## src/rtl/ram_port_arbiter.sv

```systemverilog
`default_nettype none
// ============================================================================
//  Module      : ram_port_arbiter
//  Description : Two-requester round-robin arbiter in front of a simple
//                dual-port RAM (separate write and read ports on one clock).
//                Issues registered RAM write/read commands, tracks read
//                ownership through an RD_LAT-deep tag pipeline so each return
//                reaches the right requester, and runs a full-RAM clear
//                sequence on demand or, optionally, out of reset.
//  Revision    : 1.0 - initial release
// ============================================================================
module ram_port_arbiter #(
    parameter int ADDR_W     = 9,
    parameter int DATA_W     = 18,
    parameter int RD_LAT     = 1,
    parameter bit CLR_ON_RST = 1'b0
) (
    input  logic              Clk,
    input  logic              Rst,

    // Requester A
    input  logic              Req_A,
    input  logic              We_A,
    input  logic [ADDR_W-1:0] Addr_A,
    input  logic [DATA_W-1:0] Wd_A,
    input  logic [1:0]        Ben_A,
    output logic              Gnt_A,
    output logic              Rd_Valid_A,

    // Requester B
    input  logic              Req_B,
    input  logic              We_B,
    input  logic [ADDR_W-1:0] Addr_B,
    input  logic [DATA_W-1:0] Wd_B,
    input  logic [1:0]        Ben_B,
    output logic              Gnt_B,
    output logic              Rd_Valid_B,

    // Shared read return
    output logic [DATA_W-1:0] Rd_Data,

    // Clear control
    input  logic              Clr_Start,
    output logic              Clr_Busy,
    output logic              Clr_Done,

    // RAM side
    output logic [ADDR_W-1:0] Mem_WA,
    output logic [ADDR_W-1:0] Mem_RA,
    output logic [DATA_W-1:0] Mem_WD,
    output logic [1:0]        Mem_WEN,
    output logic              Mem_WClk_En,
    output logic              Mem_RClk_En,
    input  logic [DATA_W-1:0] Mem_RD
);

    // ------------------------------------------------------------------------
    // Constants
    // ------------------------------------------------------------------------
    localparam logic [0:0]        c_st_arb   = 1'b0;
    localparam logic [0:0]        c_st_clear = 1'b1;
    localparam logic [ADDR_W-1:0] c_clr_last = {ADDR_W{1'b1}};
    localparam logic [ADDR_W-1:0] c_one      = ADDR_W'(1);

    // ------------------------------------------------------------------------
    // State and registered outputs
    // ------------------------------------------------------------------------
    logic [0:0]        r_state;
    logic              r_prio_b;      // 1: B wins the next contention
    logic [ADDR_W-1:0] r_clr_cnt;     // next clear address to issue

    logic [ADDR_W-1:0] r_mem_wa;
    logic [ADDR_W-1:0] r_mem_ra;
    logic [DATA_W-1:0] r_mem_wd;
    logic [1:0]        r_mem_wen;
    logic              r_wclk_en;
    logic              r_rclk_en;
    logic              r_clr_busy;
    logic              r_clr_done;

    // Read ownership pipeline: valid bit and owner (1 = B) per stage
    logic [RD_LAT-1:0] r_tag_v;
    logic [RD_LAT-1:0] r_tag_b;
    logic              r_rd_valid_a;
    logic              r_rd_valid_b;

    // ------------------------------------------------------------------------
    // Combinational arbitration
    // ------------------------------------------------------------------------
    logic              w_arb_open;
    logic              w_gnt_a;
    logic              w_gnt_b;
    logic              w_we;
    logic [ADDR_W-1:0] w_addr;
    logic [DATA_W-1:0] w_wd;
    logic [1:0]        w_ben;
    logic              w_wr_issue;
    logic              w_rd_issue;

    // Grants are only possible in ARB, out of reset, and when no clear is
    // being requested in the same cycle (the clear request wins).
    assign w_arb_open = !Rst && (r_state == c_st_arb) && !Clr_Start;

    // Round-robin: a lone requester always wins, on contention the pointer
    // decides.
    assign w_gnt_a = w_arb_open && Req_A && (!Req_B || !r_prio_b);
    assign w_gnt_b = w_arb_open && Req_B && (!Req_A ||  r_prio_b);

    // Select the winning request's payload
    assign w_we   = w_gnt_b ? We_B   : We_A;
    assign w_addr = w_gnt_b ? Addr_B : Addr_A;
    assign w_wd   = w_gnt_b ? Wd_B   : Wd_A;
    assign w_ben  = w_gnt_b ? Ben_B  : Ben_A;

    assign w_wr_issue = (w_gnt_a || w_gnt_b) &&  w_we;
    assign w_rd_issue = (w_gnt_a || w_gnt_b) && !w_we;

    // ------------------------------------------------------------------------
    // FSM, pointer, clear counter and registered RAM command
    // ------------------------------------------------------------------------
    // One command slot per cycle: either an arbitrated access or a clear write.
    always_ff @(posedge Clk) begin
        if (Rst) begin
            // With CLR_ON_RST the FSM leaves reset in CLEAR with the counter at
            // zero, so the first cycle after release issues address 0.
            r_state    <= CLR_ON_RST ? c_st_clear : c_st_arb;
            r_prio_b   <= 1'b0;
            r_clr_cnt  <= '0;
            r_mem_wa   <= '0;
            r_mem_ra   <= '0;
            r_mem_wd   <= '0;
            r_mem_wen  <= 2'b00;
            r_wclk_en  <= 1'b0;
            r_rclk_en  <= 1'b0;
            r_clr_busy <= 1'b0;
            r_clr_done <= 1'b0;
        end else begin
            // Strobes default low; addresses and data hold their last value.
            r_mem_wen  <= 2'b00;
            r_wclk_en  <= 1'b0;
            r_rclk_en  <= 1'b0;
            r_clr_busy <= 1'b0;
            r_clr_done <= 1'b0;

            case (r_state)
                c_st_arb: begin
                    if (Clr_Start) begin
                        // Enter CLEAR and issue address 0 right away so that
                        // Clr_Busy lines up with every clear write.
                        r_state    <= c_st_clear;
                        r_mem_wa   <= '0;
                        r_mem_wd   <= '0;
                        r_mem_wen  <= 2'b11;
                        r_wclk_en  <= 1'b1;
                        r_clr_busy <= 1'b1;
                        r_clr_done <= (c_clr_last == '0);
                        r_clr_cnt  <= c_one;
                    end else begin
                        if (w_gnt_a) begin
                            r_prio_b <= 1'b1;
                        end else if (w_gnt_b) begin
                            r_prio_b <= 1'b0;
                        end

                        if (w_wr_issue) begin
                            r_mem_wa  <= w_addr;
                            r_mem_wd  <= w_wd;
                            r_mem_wen <= w_ben;
                            r_wclk_en <= 1'b1;
                        end

                        if (w_rd_issue) begin
                            r_mem_ra  <= w_addr;
                            r_rclk_en <= 1'b1;
                        end
                    end
                end

                c_st_clear: begin
                    if (r_clr_done) begin
                        // Final address is on the bus this cycle; arbitration
                        // resumes next cycle. The counter has already wrapped.
                        r_state <= c_st_arb;
                    end else begin
                        r_mem_wa   <= r_clr_cnt;
                        r_mem_wd   <= '0;
                        r_mem_wen  <= 2'b11;
                        r_wclk_en  <= 1'b1;
                        r_clr_busy <= 1'b1;
                        r_clr_done <= (r_clr_cnt == c_clr_last);
                        r_clr_cnt  <= r_clr_cnt + c_one;
                    end
                end

                default: begin
                    r_state <= c_st_arb;
                end
            endcase
        end
    end

    // ------------------------------------------------------------------------
    // Read tag pipeline
    // ------------------------------------------------------------------------
    generate
        if (RD_LAT == 1) begin : g_tag_lat1
            // Single stage: capture the owner of the read issued this cycle.
            always_ff @(posedge Clk) begin
                if (Rst) begin
                    r_tag_v <= '0;
                    r_tag_b <= '0;
                end else begin
                    r_tag_v <= w_rd_issue;
                    r_tag_b <= w_gnt_b;
                end
            end
        end else begin : g_tag_latn
            // Shift register; keeps running through CLEAR so in-flight reads
            // still return.
            always_ff @(posedge Clk) begin
                if (Rst) begin
                    r_tag_v <= '0;
                    r_tag_b <= '0;
                end else begin
                    r_tag_v <= {r_tag_v[RD_LAT-2:0], w_rd_issue};
                    r_tag_b <= {r_tag_b[RD_LAT-2:0], w_gnt_b};
                end
            end
        end
    endgenerate

    // Route the tag leaving the pipeline to the owning requester's valid.
    always_ff @(posedge Clk) begin
        if (Rst) begin
            r_rd_valid_a <= 1'b0;
            r_rd_valid_b <= 1'b0;
        end else begin
            r_rd_valid_a <= r_tag_v[RD_LAT-1] && !r_tag_b[RD_LAT-1];
            r_rd_valid_b <= r_tag_v[RD_LAT-1] &&  r_tag_b[RD_LAT-1];
        end
    end

    // ------------------------------------------------------------------------
    // Outputs
    // ------------------------------------------------------------------------
    assign Gnt_A       = w_gnt_a;
    assign Gnt_B       = w_gnt_b;
    assign Rd_Valid_A  = r_rd_valid_a;
    assign Rd_Valid_B  = r_rd_valid_b;
    // Read data is a pass-through of the RAM, held at zero during reset.
    assign Rd_Data     = Rst ? '0 : Mem_RD;
    assign Clr_Busy    = r_clr_busy;
    assign Clr_Done    = r_clr_done;
    assign Mem_WA      = r_mem_wa;
    assign Mem_RA      = r_mem_ra;
    assign Mem_WD      = r_mem_wd;
    assign Mem_WEN     = r_mem_wen;
    assign Mem_WClk_En = r_wclk_en;
    assign Mem_RClk_En = r_rclk_en;

endmodule
`default_nettype wire

```

## config.mk

```make
export PLATFORM = sky130hd
export DESIGN_NAME = ram_port_arbiter
export DESIGN_NICKNAME = d
export VERILOG_FILES = /design/src/rtl/ram_port_arbiter.sv
export SDC_FILE = /design/constraint.sdc
export NUM_CORES = 1
export LEC_CHECK = 0
export BUFFER_PORTS_ARGS = -buffer_cell sky130_fd_sc_hd__clkbuf_2
export CORE_MARGIN = 4
export CORE_UTILIZATION = 30
export DETAILED_ROUTE_END_ITERATION = 12
export PLACE_DENSITY = 0.59
export SLEW_MARGIN = 0
export SYNTH_ARGS = -nofsm -noshare
export SYNTH_HDL_FRONTEND = slang
export SYNTH_SLANG_ARGS = --single-unit
```

## constraint.sdc

```tcl
create_clock -name Clk -period 2.7 [get_ports Clk]
set_input_delay 0.81 -clock Clk [delete_from_list [all_inputs] [get_ports Clk]]
set_output_delay 0.81 -clock Clk [all_outputs]
set_load 0.02 [all_outputs]
```

==> flow_results.org <==
** Run status
- The run finished with clean final reports.

** Timing
- FMAX :: 381.8 MHz
- The worst pin sits at a relative slew slack of 52.12%.
- Setup violations remaining at the end of the flow were counted as 0.
- Final critical-path required period :: 2.619 ns
- Setup repair after global routing left no endpoint under its margin.
- Final Hold Violating Endpoints :: 0
- Clock Skew :: 0.009560 ns
- Slew at the pin with the worst max-slew slack :: 0.7155 ns
- The final critical path takes up 97.01% of the cycle.
- The number of pins with negative max-slew slack in the final report came to 0.
- Adding up every negative setup slack in the final design gives 0 ns.

** Clocking
- The longest clock path from root to sink contains 2 buffers.
- TritonCTS built the clock tree.
- Total clock buffers created by CTS :: 5
- Clock net sink count :: 56
- After clock tree synthesis, the repair step resized 0 gates.
- H-tree depth :: 2
- Number of buffers added for setup after CTS :: 0
- CTS root buf :: clkbuf_8
- At the later pin of the worst-skew pair, clock insertion delay measures 0.31 ns.
- After clock tree synthesis, the clock-pin slew on the worst setup and hold paths is 0.09 ns.
- Number of hold buffers added after cts :: 0

** Layout
- Area growth from synthesis to layout :: 36.85%
- Of the cells placed in the final design, the portion with a size suffix greater than 1 is 38.58%.
- The repair_antennas step left the layout with diodes totalling 0.
- For this run, the post-layout net count is 535.
- Layout filler cell count :: 939

** Route
- DR vias :: 2931
- In the routed design, unresolved DRC markers number 0.
- After the first detailed-routing iteration, the DRC count stood at 178.
- Routed via count divided by cell count :: 5.243
- Routed len/inst :: 15.26 µm
- The count of nets left with antenna violations once routing finished came out at 0.
- After detailed routing, the total wire length is 8531 µm.
- The first detailed-routing pass took 4 iterations.

** Critical path
- At the worst endpoint, the required time is 1.89 ns.
- Among cell families on the critical path, the largest total delay comes from simple AND/OR/NAND/NOR gates.
- Traced cell by cell, the critical path runs through clkbuf_2, or4b_4, a21oi_1, clkbuf_2.
- STA classifies the critical path startpoint as an input port.
- Max incr delay on CP :: 0.53 ns
- Counting stages on the worst path, the most repeated cell is clkbuf_2.
- The worst setup path is captured at an output port.
- The worst setup path is of the input port to output port kind.
- Worst-path cell with the longest stage delay :: or4b_4
- Crit Path Max Fanout :: 2
- The number of buffers and inverters on the critical path is 2.
- For the worst flop-to-flop path, the logic depth is 7.
- Counting buffers and inverters, the worst setup path is 4 cells deep.
- Data arrival time of the critical path :: 1.81 ns

** Floorplan
- The die is 102.1 µm tall.
- Measured along the x axis, the die boundary spans 102.1 µm.
- During I/O placement, the number of pins put on the boundary was 147.
- For this configuration, the core starts out at a cell density of 30.59%.
- The core region is 8678 µm².
- The floorplan step defined a die boundary enclosing 10420 µm².
- After floorplanning, the core was divided into 34 placement rows.

** Global route
- Total grt overflow :: 0
- The number of global-route vias before repair was 2742.
- The initial antenna violation count came to 0.
- Entering global routing, the biggest net connects 42 pins.
- Overall track demand over capacity in global routing :: 15.60%
- Global-route wire length before repair :: 13300 µm

** Placed design
- Buffers on Ports :: 146
- Weighted congestion at the end of routability-driven global placement :: 0.7746
- HPWL after DPL :: 6579 µm

** Pwr
- In this run the static leakage power is 1.625 nW.
- Total power :: 0.001722 W
- Power Dens Cells :: 474.0 nW/µm²
- The worst-case IR drop observed on VDD is 202.1 µV.

** Job
- Max-cap violations in this run came to 0.

** Logic synthesis
- Synth Warn # :: 0
- Summing the sequential cell areas from Yosys gives 42.22% of the chip area.
- Average footprint of a synthesized cell :: 8.537 µm²
- Counting flops with an async set or reset pin after synthesis yields a share of 0%.
- The synthesized design contains 0 enable-type register cells.
- Post-synth net total :: 396
- Synthesis produced a netlist whose cell count is 311.
- Number of storage elements in the synthesis netlist :: 56
- Netlist area before placement :: 2655 µm²
- Most frequently used flop master after synthesis :: dfxtp_1
- Counting distinct cell types in the post-synthesis netlist gives 39.

** Hold path
- Counting instances, the worst hold path has a depth of 1.
- Kind of path behind the tightest hold check :: register to register
cells in the final DEF, fill, tap and decap left out, drive strengths merged:
cell type	Yosys	layout
a21oi	33	33
a31o	1	1
dfxtp	56	56
and3	16	16
a21boi	9	9
nor2b	19	19
o22ai	9	9
o41ai	10	10
a221o	2	2
or4b	1	1
a311oi	4	4
nor2	6	6
nor3b	2	2
clkinv	0	1
nand3b	2	2
and3b	1	1
inv	5	5
a211oi	1	1
buf	8	16
a41oi	1	1
xnor2	1	1
ha	2	2
clkbuf	22	152
nor4b	3	3
or3b	1	1
nand4	18	18
or2	1	1
a22oi	20	20
a31oi	10	10
bufinv	0	1
o21ai	14	14
nand2	17	17
nand3	15	15
nand2b	1	1
cell families after synthesis:
family,Yosys count,share of synthesized area (%)
AOI/OAI and AO/OA,114,27.99
buffers and inverters,35,5.514
DFF,56,42.22
adders and majority gates,2,0.9424
and+or+nand+nor,103,23.00
xor gates and xnor gates,1,0.3299
layer usage:
layer  up-vias  GRT usage [%]  share of wire (%)
li1       1464              -                  -
met1      1353          20.90                 44
met3        12          2.389                5.0
met4         0          4.339                2.0
met5         -              0                  0
met2       102          26.09                 49
state kept, by name, summed over array words and instances, names as in the netlist:
register,cells
Mem_RA,9
Rd_Valid_A,1
r_tag_v,1
Rd_Valid_B,1
Mem_RClk_En,1
r_tag_b,1
Mem_WClk_En,1
Clr_Done,1
r_clr_cnt,9
r_prio_b,1
Mem_WEN,2
Mem_WD,18
Clr_Busy,1
Mem_WA,9
cell usage after synthesis (all sizes together), types with 3 or more instances:
cell	number	area share [%]
nand4	18	4.2
buf	8	1.7
o41ai	10	3.3
and3	16	3.8
dfxtp	56	42
a22oi	20	5.7
a31oi	10	2.4
nand2	17	2.4
a311oi	4	1.3
nand3	15	2.8
nor2	6	0.85
a21boi	9	2.5
clkbuf	22	3.1
a21oi	33	6.4
nor2b	19	4.5
o22ai	9	2.1
inv	5	0.71
o21ai	14	2.6
nor4b	3	1.2
worst register-to-register path, delay by kind of cell (launching register included):
kind,cells,cell delay [ns]
flops,1,0.34
simple gates,2,0.55
buf+inv,3,0.74
compound gates,2,0.30
power breakdown:
part           leakage, nW  switching (W)  internal (W)  total, W
clock               0.0552       0.000270      0.000276  0.000546
combinational         1.11       0.000179      0.000126  0.000304
sequential           0.456      0.0000181      0.000854  0.000872
total                 1.63       0.000467       0.00126   0.00172
worst paths after layout:
| kind | startpoint | to | slack (ns) |
|---|---|---|---|
| setup / recovery | Clr_Start | Gnt_A | 0.08 |
| hold / removal | r_tag_b | Rd_Valid_A | 0.42 |
| setup reg to reg | Clr_Busy | Mem_WD[9] | 0.71 |
| hold reg to reg | r_tag_b | Rd_Valid_A | 0.42 |
metrics by stage:
step	std cells	setup WS (ns)	hold slack (ns)	util [%]	instance area (µm²)
6_report	559	0.08073	0.4247	41.87	3633
5_1_grt	559	0.01393	0.4511	41.87	3633
4_1_cts	559	0.08154	0.4253	41.87	3633
3_5_place_dp	551	0.08469	0.4121	40.63	3526
3_3_place_gp	551	0.09232	0.3912	40.63	3526
2_1_floorplan	311	0.1571	0.3892	-	2655
cell type report:
type | count | area, µm² | area share [%]
clock inverter | 2 | 35.03 | 0.9642
timing repair buffer | 162 | 863.3 | 23.76
sequential | 56 | 1121 | 30.85
inverter | 5 | 18.77 | 0.5165
tap | 108 | 135.1 | 3.719
multi-input combinational | 220 | 1388 | 38.19
clock buffer | 6 | 72.57 | 1.997
Note: power is estimated with default switching activity, not from simulation.
